### src/rtl/multiword_add_pkg.sv
// Shared types and constants for the multi-word add/subtract sequencer.
package multiword_add_pkg;

  // Controller sequencing states.
  typedef enum logic [1:0] {
    IDLE = 2'd0,
    RUN  = 2'd1,
    DONE = 2'd2
  } state_t;

  // Operation select encoding, as carried on the sub input.
  localparam logic OP_ADD = 1'b0;
  localparam logic OP_SUB = 1'b1;

endpackage

### src/rtl/word_adder.sv
// N-bit ripple-carry adder slice. Exposes the carry into the MSB so the
// caller can form two's-complement overflow as c_msb ^ co.
module word_adder #(
  parameter int N = 8
) (
  input  logic [N-1:0] x,
  input  logic [N-1:0] y,
  input  logic         cin,
  output logic [N-1:0] s,
  output logic         co,
  output logic         c_msb
);

  // carry_chain[i] is the carry into bit i; carry_chain[N] leaves the slice.
  logic [N:0] carry_chain;

  assign carry_chain[0] = cin;

  generate
    for (genvar gi = 0; gi < N; gi++) begin : g_bit
      logic half_sum;
      assign half_sum            = x[gi] ^ y[gi];
      assign s[gi]               = half_sum ^ carry_chain[gi];
      assign carry_chain[gi + 1] = (x[gi] & y[gi]) | (half_sum & carry_chain[gi]);
    end
  endgenerate

  assign co    = carry_chain[N];
  assign c_msb = carry_chain[N-1];

endmodule

### src/rtl/multiword_add_ctrl.sv
// Wide (N*WORDS-bit) add/subtract built from one N-bit slice, processed
// least-significant word first with the carry held in a register between words.
module multiword_add_ctrl
  import multiword_add_pkg::*;
#(
  parameter int N     = 8,
  parameter int WORDS = 4
) (
  input  logic                 clk,
  input  logic                 rst,
  input  logic                 start,
  input  logic                 sub,
  input  logic [N*WORDS-1:0]   a,
  input  logic [N*WORDS-1:0]   b,
  output logic                 busy,
  output logic                 done,
  output logic [N*WORDS-1:0]   sum,
  output logic                 cout,
  output logic                 ovf
);

  localparam int W  = N * WORDS;
  localparam int IW = (WORDS > 1) ? $clog2(WORDS) : 1;

  state_t          state_reg;
  state_t          state_next;
  logic [IW-1:0]   idx_reg;
  logic            carry_reg;
  logic            op_reg;
  logic [W-1:0]    a_reg;
  logic [W-1:0]    b_reg;
  logic            cout_reg;
  logic            ovf_reg;

  logic            start_accept;
  logic            run_active;
  logic            last_word;

  logic [N-1:0]    a_words [WORDS];
  logic [N-1:0]    b_words [WORDS];
  logic [N-1:0]    slice_x;
  logic [N-1:0]    slice_y;
  logic [N-1:0]    slice_s;
  logic            slice_co;
  logic            slice_c_msb;

  // Split the latched operands into per-word views for the slice mux.
  generate
    for (genvar gi = 0; gi < WORDS; gi++) begin : g_split
      assign a_words[gi] = a_reg[gi*N +: N];
      assign b_words[gi] = b_reg[gi*N +: N];
    end
  endgenerate

  assign start_accept = (state_reg == IDLE) && start;
  assign run_active   = (state_reg == RUN);
  assign last_word    = run_active && (idx_reg == IW'(WORDS - 1));

  // Subtraction feeds the inverted B word; the +1 enters as the initial carry.
  assign slice_x = a_words[idx_reg];
  assign slice_y = (op_reg == OP_SUB) ? ~b_words[idx_reg] : b_words[idx_reg];

  word_adder #(
    .N (N)
  ) u_word_adder (
    .x     (slice_x),
    .y     (slice_y),
    .cin   (carry_reg),
    .s     (slice_s),
    .co    (slice_co),
    .c_msb (slice_c_msb)
  );

  // State register.
  always_ff @(posedge clk) begin
    if (rst) begin
      state_reg <= IDLE;
    end else begin
      state_reg <= state_next;
    end
  end

  // Next-state and handshake outputs.
  always_comb begin
    state_next = state_reg;
    busy       = 1'b1;
    done       = 1'b0;
    case (state_reg)
      IDLE: begin
        busy = 1'b0;
        if (start) begin
          state_next = RUN;
        end
      end
      RUN: begin
        if (last_word) begin
          state_next = DONE;
        end
      end
      DONE: begin
        done       = 1'b1;
        state_next = IDLE;
      end
      default: begin
        state_next = IDLE;
      end
    endcase
  end

  // Operand capture, word index, inter-word carry and final flags.
  always_ff @(posedge clk) begin
    if (rst) begin
      idx_reg   <= '0;
      carry_reg <= 1'b0;
      op_reg    <= OP_ADD;
      a_reg     <= '0;
      b_reg     <= '0;
      cout_reg  <= 1'b0;
      ovf_reg   <= 1'b0;
    end else if (start_accept) begin
      a_reg     <= a;
      b_reg     <= b;
      op_reg    <= sub;
      idx_reg   <= '0;
      carry_reg <= sub;
      cout_reg  <= 1'b0;
      ovf_reg   <= 1'b0;
    end else if (run_active) begin
      carry_reg <= slice_co;
      idx_reg   <= last_word ? '0 : IW'(idx_reg + 1'b1);
      if (last_word) begin
        cout_reg <= slice_co;
        ovf_reg  <= slice_c_msb ^ slice_co;
      end
    end
  end

  // One result register per word; only the word being processed is written.
  generate
    for (genvar gi = 0; gi < WORDS; gi++) begin : g_sum
      logic [N-1:0] word_reg;

      // Capture the slice sum when this word is the current index.
      always_ff @(posedge clk) begin
        if (rst) begin
          word_reg <= '0;
        end else if (run_active && (idx_reg == IW'(gi))) begin
          word_reg <= slice_s;
        end
      end

      assign sum[gi*N +: N] = word_reg;
    end
  endgenerate

  assign cout = cout_reg;
  assign ovf  = ovf_reg;

endmodule

### config.mk
export PLATFORM = sky130hd
export DESIGN_NAME = multiword_add_ctrl
export DESIGN_NICKNAME = d
export VERILOG_FILES = /design/src/rtl/multiword_add_pkg.sv /design/src/rtl/word_adder.sv /design/src/rtl/multiword_add_ctrl.sv
export SDC_FILE = /design/constraint.sdc
export NUM_CORES = 1
export LEC_CHECK = 0
export ABC_AREA = 0
export CORE_ASPECT_RATIO = 1.75
export CORE_MARGIN = 3
export CORE_UTILIZATION = 50
export CTS_BUF_LIST = sky130_fd_sc_hd__clkbuf_16
export DETAILED_ROUTE_END_ITERATION = 7
export GPL_TIMING_DRIVEN = 0
export PLACE_DENSITY = 0.8
export SKIP_CTS_REPAIR_TIMING = 1
export SLEW_MARGIN = 30
export SYNTH_ARGS = -nofsm -noshare
export SYNTH_HDL_FRONTEND = slang
export SYNTH_SLANG_ARGS = --single-unit
### constraint.sdc
create_clock -name clk -period 6.2 [get_ports clk]
set_input_delay 0.62 -clock clk [delete_from_list [all_inputs] [get_ports clk]]
set_output_delay 0.62 -clock clk [all_outputs]
set_load 0.02 [all_outputs]
# --- After elaboration in Yosys (flattened, before gate mapping) ---
# Index checks and enable logic that the tools add are counted.
word_totals:
  in_bits: 68
  elab_cells: 90
  output_inout_bits: 36
  regBits: 104
op_classes:
  n_reduce_logical: 11
  n_eq_ne: 7
  addsub: 1
  magnitude_cmp: 1
  bitwise_logic: 43
  mux: 15
op_table:
  columns: ["op", "n"]
  rows:
  - ["8-bit two-way mux", 5]
  - ["8-bit binary-select mux with 2-bit select", 2]
  - ["1-bit XOR", 17]
  - ["1-bit AND", 16]
  - ["8-bit NOT", 1]
  - ["1-bit bitwise OR", 8]
  - ["2-bit equality test, second input constant", 3]
  - ["2-bit two-way mux", 3]
  - ["1-bit logical AND", 5]
  - ["2-bit by 1-bit equality test with 1-bit output, second input constant", 2]
  - ["2-bit logical NOT", 2]
  - ["1-bit two-way mux", 4]
  - ["2-bit case mux with 2 select lines", 1]
  - ["2-bit AND reduction", 2]
  - ["3-bit greater-or-equal comparator, second input constant", 1]
  - ["2-bit NOT with 3-bit output", 1]
  - ["2-bit by 1-bit adder with 2-bit output, second input constant", 1]
  - ["2-bit by 1-bit inequality test with 1-bit output, second input constant", 1]
  - ["2-bit inequality test, second input constant", 1]
  - ["2-bit nonzero test", 1]
  - ["2-bit OR reduction", 1]

# --- Logic depth before layout (Yosys ltp) ---
logic_depth:
  word_depth: 25
  mapped_depth: 16
  depth_no_buf: 15

# --- Modules after synthesis ---
# From an unflattened synthesis, not the netlist that was laid out.
hier_totals:
  cells_unflattened: 511
  area_unflattened_um2: 4421.7
by_module_without_submodules:
  columns: ["mod", "area_each_um2", "n_inst", "cells_each", "seq_area_each_um2"]
  rows:
  - ["multiword_add_ctrl", 4224.1, 1, 493, 2082.0]
  - ["word_adder", 197.7, 1, 18, 0.0]

# --- Worst setup path before layout ---
# No wires, ideal clock.
synth_path:
  path_kind: "register to register"
  start: "reg idx_reg[0]"
  end: "reg g_sum[0].word_reg[7]"
  path_slack_ps: 1849
  arrival_time_ps: 4223
  path_buffers: 1
  required_ps: 6072
  stages_incl_launch_ff: 16
  setup_time_ps: 128
  period_less_slack_ps: 4351
  cell_sequence: "dfxtp_1 > buf_4 > mux4_2 > xor2_1 > fa_1 > fa_1 > inv_1 > fa_1 > fa_1 > fa_1 > fa_1 > fa_1 > inv_1 > fa_1 > mux2i_1 > nor2_1"
synth_between:
  elab_chain_len: 22
  elab_cells_between_ends: 41
  cone_classes: "mux: 7; bitwise: 32; reduce/logical: 2"
synth_rtl:
  columns: ["item", "line_no", "rtl"]
  rows:
  - ["start: declaration", "multiword_add_ctrl.sv:27", "logic [IW-1:0] idx_reg;"]
  - ["start signal: assignment", "multiword_add_ctrl.sv:130", "idx_reg <= last_word ? '0 : IW'(idx_reg + 1'b1);"]
  - ["2-bit NOT with 3-bit output (not written as such) *", "multiword_add_ctrl.sv:60, multiword_add_ctrl.sv:61", null]
  - ["8-bit binary-select mux with 2-bit select", "multiword_add_ctrl.sv:61", "assign slice_y = (op_reg == OP_SUB) ? ~b_words[idx_reg] : b_words[idx_reg];"]
  - ["8-bit two-way mux (not written as such) (2 in series)", "multiword_add_ctrl.sv:61", null]
  - ["8-bit NOT", "multiword_add_ctrl.sv:61", null]
  - ["8-bit two-way mux", "multiword_add_ctrl.sv:61", null]
  - ["1-bit XOR", "word_adder.sv:22", "assign half_sum = x[gi] ^ y[gi];"]
  - ["1-bit AND", "word_adder.sv:24", "assign carry_chain[gi + 1] = (x[gi] & y[gi]) | (half_sum & carry_chain[gi]);"]
  - ["1-bit bitwise OR", "word_adder.sv:24", null]
  - ["[6 not listed]", null, null]
  - ["1-bit AND", "word_adder.sv:24", null]
  - ["1-bit bitwise OR", "word_adder.sv:24", null]
  - ["1-bit AND", "word_adder.sv:24", null]
  - ["1-bit bitwise OR", "word_adder.sv:24", null]
  - ["1-bit AND", "word_adder.sv:24", null]
  - ["1-bit bitwise OR", "word_adder.sv:24", null]
  - ["1-bit XOR *", "word_adder.sv:23", "assign s[gi] = half_sum ^ carry_chain[gi];"]
  - ["net slice_s[7]", "multiword_add_ctrl.sv:43", "logic [N-1:0] slice_s;"]
  - ["end signal: assignment", "multiword_add_ctrl.sv:148", "word_reg <= slice_s;"]
  - ["end: declaration", "multiword_add_ctrl.sv:141", "logic [N-1:0] word_reg;"]
# The timed path passes the listed nets; every way through them passes the cells marked *. The select of a mux whose other input is x is not followed.
# A chain may end at the register's enable or synchronous reset.

# --- Final worst setup path ---
layout_path:
  start: "reg idx_reg[0]"
  end: "reg g_sum[1].word_reg[7]"
layout_between:
  elab_chain_len: 22
  elab_cells_between_ends: 41
  cone_classes: "eq/ne: 1; mux: 7; bitwise: 32; reduce/logical: 1"
layout_rtl:
  columns: ["item", "line_no"]
  rows:
  - ["2-bit NOT with 3-bit output (not written as such) *", "multiword_add_ctrl.sv:60, multiword_add_ctrl.sv:61"]
  - ["8-bit binary-select mux with 2-bit select", "multiword_add_ctrl.sv:61"]
  - ["8-bit two-way mux (not written as such) (2 in series)", "multiword_add_ctrl.sv:61"]
  - ["8-bit NOT", "multiword_add_ctrl.sv:61"]
  - ["8-bit two-way mux", "multiword_add_ctrl.sv:61"]
  - ["1-bit XOR", "word_adder.sv:22"]
  - ["1-bit AND", "word_adder.sv:24"]
  - ["1-bit bitwise OR", "word_adder.sv:24"]
  - ["[6 not listed]", null]
  - ["1-bit AND", "word_adder.sv:24"]
  - ["1-bit bitwise OR", "word_adder.sv:24"]
  - ["1-bit AND", "word_adder.sv:24"]
  - ["1-bit bitwise OR", "word_adder.sv:24"]
  - ["1-bit AND", "word_adder.sv:24"]
  - ["1-bit bitwise OR", "word_adder.sv:24"]
  - ["1-bit XOR *", "word_adder.sv:23"]
  - ["net slice_s[7]", "multiword_add_ctrl.sv:43"]
  - ["end signal: assignment", "multiword_add_ctrl.sv:148"]
  - ["end: declaration", "multiword_add_ctrl.sv:141"]
# Marked as above.

==> flow_results.org <==
** Final layout
- The area growth from synthesis to layout is 33.30%.
- Number of fill cells :: between 600 and 700
- Cells with a size suffix above 1 make up 9.596% of the layout.
- Core Util, Final :: just under 70%
- Design area :: slightly below 0.006 mm²
- Filler-free cell count of the finished design :: just over 700
- For this run, the post-layout net count is 669.
- 0 antenna diodes ended up in the layout.

** Die
- The die is 129.6 µm tall.
- The floorplan step defined a die boundary enclosing approximately 0.0099 mm².
- Horiz. Die Dim :: ~77 µm
- Standard-cell rows :: 44
- IO Count :: around 100
- For this configuration, the core starts out at a cell density of ~52%.
- Core region area :: about 0.0084 mm²

** Clock network
- TritonCTS built the clock tree.
- At the later pin of the worst-skew pair, clock insertion delay measures approximately 0.35 ns.
- Number of levels the H-tree was split into :: 3
- Clock tree synthesis inserted a total of 9 buffers.
- Root Buffer :: sky130_fd_sc_hd__clkbuf_16
- Clock edge transition at the registers on the reported setup and hold paths :: around 0.070 ns
- CTS sink count :: 104
- Clock buffer depth :: 2

** Worst setup path
- The worst register-to-register path begins at idx_reg[0]$_SDFFE_PP0P_.
- Counting stages on the worst path, the most repeated cell is sky130_fd_sc_hd__fa_1.
- CP required :: approximately 6.4 ns
- Arrival time of the worst setup path :: 5.15 ns
- The critical path is of the flop to flop type.
- STA classifies the critical path endpoint as a flop.
- For this design, the slowest cell found on the critical path is sky130_fd_sc_hd__mux4_2.
- In this run the worst path has a maximum fanout of 10.
- Critical path's top delay family :: adder cells
- R2R cell count :: 15
- In this run the critical register-to-register path is captured at g_sum[1].word_reg[7]$_SDFFE_PP0P_.
- Sequence of cells on the critical path :: buf_4, mux4_2, xor2_1, fa_1, fa_1, inv_1, fa_1, fa_1, fa_1, fa_1, fa_1, inv_1, fa_1, mux2i_1, nor2_1
- Across all register-to-register paths, the minimum setup slack is 1.27 ns.
- Counting both buffers and inverters, the worst setup path holds a total of 3.
- On the worst path, the slowest cell contributes a delay of 0.56 ns.
- Startpoint types :: flop

** Synthesis
- Synth top cells by count :: sky130_fd_sc_hd__nand2_1, sky130_fd_sc_hd__dfxtp_1, sky130_fd_sc_hd__a21oi_1, sky130_fd_sc_hd__nor2_1, sky130_fd_sc_hd__a211oi_1
- Mean instance size in the synthesized netlist :: slightly above 9 µm²
- When the netlist entered floorplanning its net count stood at roughly 560.
- Async SR Flop Fraction :: 0%
- Post-synthesis sequential area ratio :: approximately 48%
- Synth top area share :: 47.68%
- After synthesis the netlist holds a flip-flop and latch count of approximately 100.
- The synthesized design contains 0 enable-type register cells.
- In the synthesized netlist, the number of instances is 476.
- The netlist uses 27 different library cells.
- For this run, the leading register cell type out of synthesis is sky130_fd_sc_hd__dfxtp_1.
- The Yosys step of the flow raised 0 warnings.
- Post-synthesis cell type with the largest combined area :: sky130_fd_sc_hd__dfxtp_1
- Most numerous cell in the Yosys netlist :: sky130_fd_sc_hd__nand2_1
- Cells taking the most area after synthesis :: sky130_fd_sc_hd__dfxtp_1, sky130_fd_sc_hd__nand2_1, sky130_fd_sc_hd__mux4_2
- The synthesized netlist occupies a cell area of 0.004367 mm².

** Timing
- Once routing completed, OpenROAD measured the worst setup slack at 1.270 ns.
- Unrepaired setup endpoints after global routing :: no
- After layout, the worst path uses around 80% of the clock period.
- Final slew viol count :: 0
- Worst slew margin relative to its limit :: 56.80%
- The count of final hold-check violations was 0.
- Setup-failing EPs final :: 0
- Clock skew after layout :: 0.006594 ns
- Adding up every negative setup slack in the final design gives 0 ns.
- For the pin with the worst max-slew slack, the measured transition is between 0.6 and 0.7 ns.
- F_max :: roughly 0.20 GHz
- Fin crit period :: roughly 4.9 ns

** Place
- Setup slack at placement :: between 1 and 1.5 ns
- After detailed placement, the total cell area comes to 0.005532 mm².
- The congestion estimate from routability-driven global placement came to about 0.87.
- Half-perimeter wire length after placement :: between 8000 and 9000 µm
- After detailed placement, the design holds a cell count of around 690.
- Port Buffers :: between 100 and 150

** Power
- The worst-case IR drop observed on VDD is 0.1732 mV.
- In this run the power density over the cells is about 260 mW/mm².
- Leakage power summed over all cells :: between 2 and 2.5 nW

** Worst hold path
- Min-delay src :: a_reg[3]$_SDFFE_PP0P_
- Worst hold-check path type :: flop to flop
- Along the worst hold path, the cell count comes to 2.
- Destination of the worst hold path :: a_reg[3]$_SDFFE_PP0P_

** Global routing
- Maximum number of pins on one net before global-route repair :: 17
- Layer carrying the most global-route usage :: met2
- The first global-routing pass estimated 17730 µm of wire.
- Vias in the first global route :: between 3000 and 4000
- Total congestion overflow after global routing :: 0
- Gr usage total :: about 23%
- Global routing used around 43% of the available met2 tracks.
- Global-route track usage on met3 :: roughly 3.6%
- The number of antenna violations at the first check in global routing is 0.
- Global routing met1 resource utilization :: a little under a quarter

** Routing
- DR iter-0 viols :: approximately 180
- Vias after detailed routing :: between 3000 and 4000
- Post-route DRC violation count :: 0
- Antenna violation net count after detailed routing :: 0
- After detailed routing, the average wire length per cell comes to ~16 µm.
- For this run, the detailed router's first-pass iteration total came to 4.
- After detailed routing, the number of vias per cell comes to approximately 5.2.
- The routed design has between 10000 and 15000 µm of wire.

** Run
- Max-capacitance violation count :: 0

** Outcome
- Outcome :: complete, no violations
[per-stage QoR]
stage	power, W	hold WS, ns
after floorplan	0.0008698	0.4331
after global placement	0.0009685	0.4395
after detailed placement	0.0009754	0.4433
after CTS	0.001520	0.4540
after global routing	0.001567	0.4748
final	0.001514	0.4550
[cell type report]
type	count	area, µm²	share of cell area (%)
inverters	9	33.78	0.5804
flip-flops and latches	104	2082	35.77
repair buffers	102	1021	17.54
plain buffers	42	214.0	3.676
well taps	115	143.9	2.472
multi-input cells	321	2037	35.00
clock inverters	7	63.81	1.096
clock buffers	9	225.2	3.869
[cell families after synthesis]
logic type,Yosys count,synth area share (%)
flip-flops,104,47.68
XOR/XNOR,9,1.805
multiplexers,31,11.69
AO/OA/AOI/OAI,88,11.26
AND/OR/NAND/NOR,181,17.08
adder cells (fa/ha/maj),12,4.814
buffers and inverters,51,5.673
[per-layer routing]
| layer | vias up | part of all wire [%] |
|---|---|---|
| met4 | 0 | 4.6 |
| met5 | - | 0 |
| met3 | 40 | 4.5 |
| met2 | 123 | 55 |
| li1 | 1805 | - |
| met1 | 1719 | 36 |
[placed cells by master, fill, tap and decap left out, types with 2 or more instances in the layout]
| master | n |
|---|---|
| sky130_fd_sc_hd__nor2b_1 | 4 |
| sky130_fd_sc_hd__a21oi_1 | 66 |
| sky130_fd_sc_hd__nor3_1 | 4 |
| sky130_fd_sc_hd__nand2_1 | 131 |
| sky130_fd_sc_hd__xor2_1 | 3 |
| sky130_fd_sc_hd__mux2i_1 | 15 |
| sky130_fd_sc_hd__inv_1 | 11 |
| sky130_fd_sc_hd__clkdlybuf4s50_1 | 102 |
| sky130_fd_sc_hd__buf_2 | 15 |
| sky130_fd_sc_hd__clkinv_2 | 2 |
| sky130_fd_sc_hd__mux4_2 | 16 |
| sky130_fd_sc_hd__and3b_1 | 4 |
| sky130_fd_sc_hd__fa_1 | 8 |
| sky130_fd_sc_hd__xnor2_1 | 6 |
| sky130_fd_sc_hd__nor2_1 | 32 |
| sky130_fd_sc_hd__clkbuf_16 | 9 |
| sky130_fd_sc_hd__dfxtp_1 | 104 |
| sky130_fd_sc_hd__ha_1 | 4 |
| sky130_fd_sc_hd__a211oi_1 | 20 |
| sky130_fd_sc_hd__clkbuf_1 | 16 |
| sky130_fd_sc_hd__buf_4 | 10 |
[worst max-delay path by stage]
stage	depth (start not counted)	endpoint	startpoint	slack [ns]
after global routing	15	g_sum[0].word_reg[7]$_SDFFE_PP0P_	idx_reg[0]$_SDFFE_PP0P_	1.14
after CTS	15	g_sum[1].word_reg[7]$_SDFFE_PP0P_	idx_reg[0]$_SDFFE_PP0P_	1.32
after global placement	15	g_sum[0].word_reg[7]$_SDFFE_PP0P_	idx_reg[0]$_SDFFE_PP0P_	1.45
after floorplan	15	g_sum[0].word_reg[7]$_SDFFE_PP0P_	idx_reg[0]$_SDFFE_PP0P_	1.85
final	15	g_sum[1].word_reg[7]$_SDFFE_PP0P_	idx_reg[0]$_SDFFE_PP0P_	1.27
after detailed placement	15	g_sum[1].word_reg[7]$_SDFFE_PP0P_	idx_reg[0]$_SDFFE_PP0P_	1.34
[worst register-to-register path, delay by kind of cell, from the launching register on]
family / cells / cell delay [ns]
mux: 2 / 0.75
simple gates: 1 / 0.06
flops: 1 / 0.39
buf+inv: 3 / 0.41
fa+ha+maj: 8 / 2.94
xor+xnor: 1 / 0.27
[power by group]
group	switching, W	internal (W)
combinational	0.000125	0.000116
clock	0.000243	0.000310
sequential	0.0000174	0.000702
No activity file was read; power rests on OpenSTA's default activity.
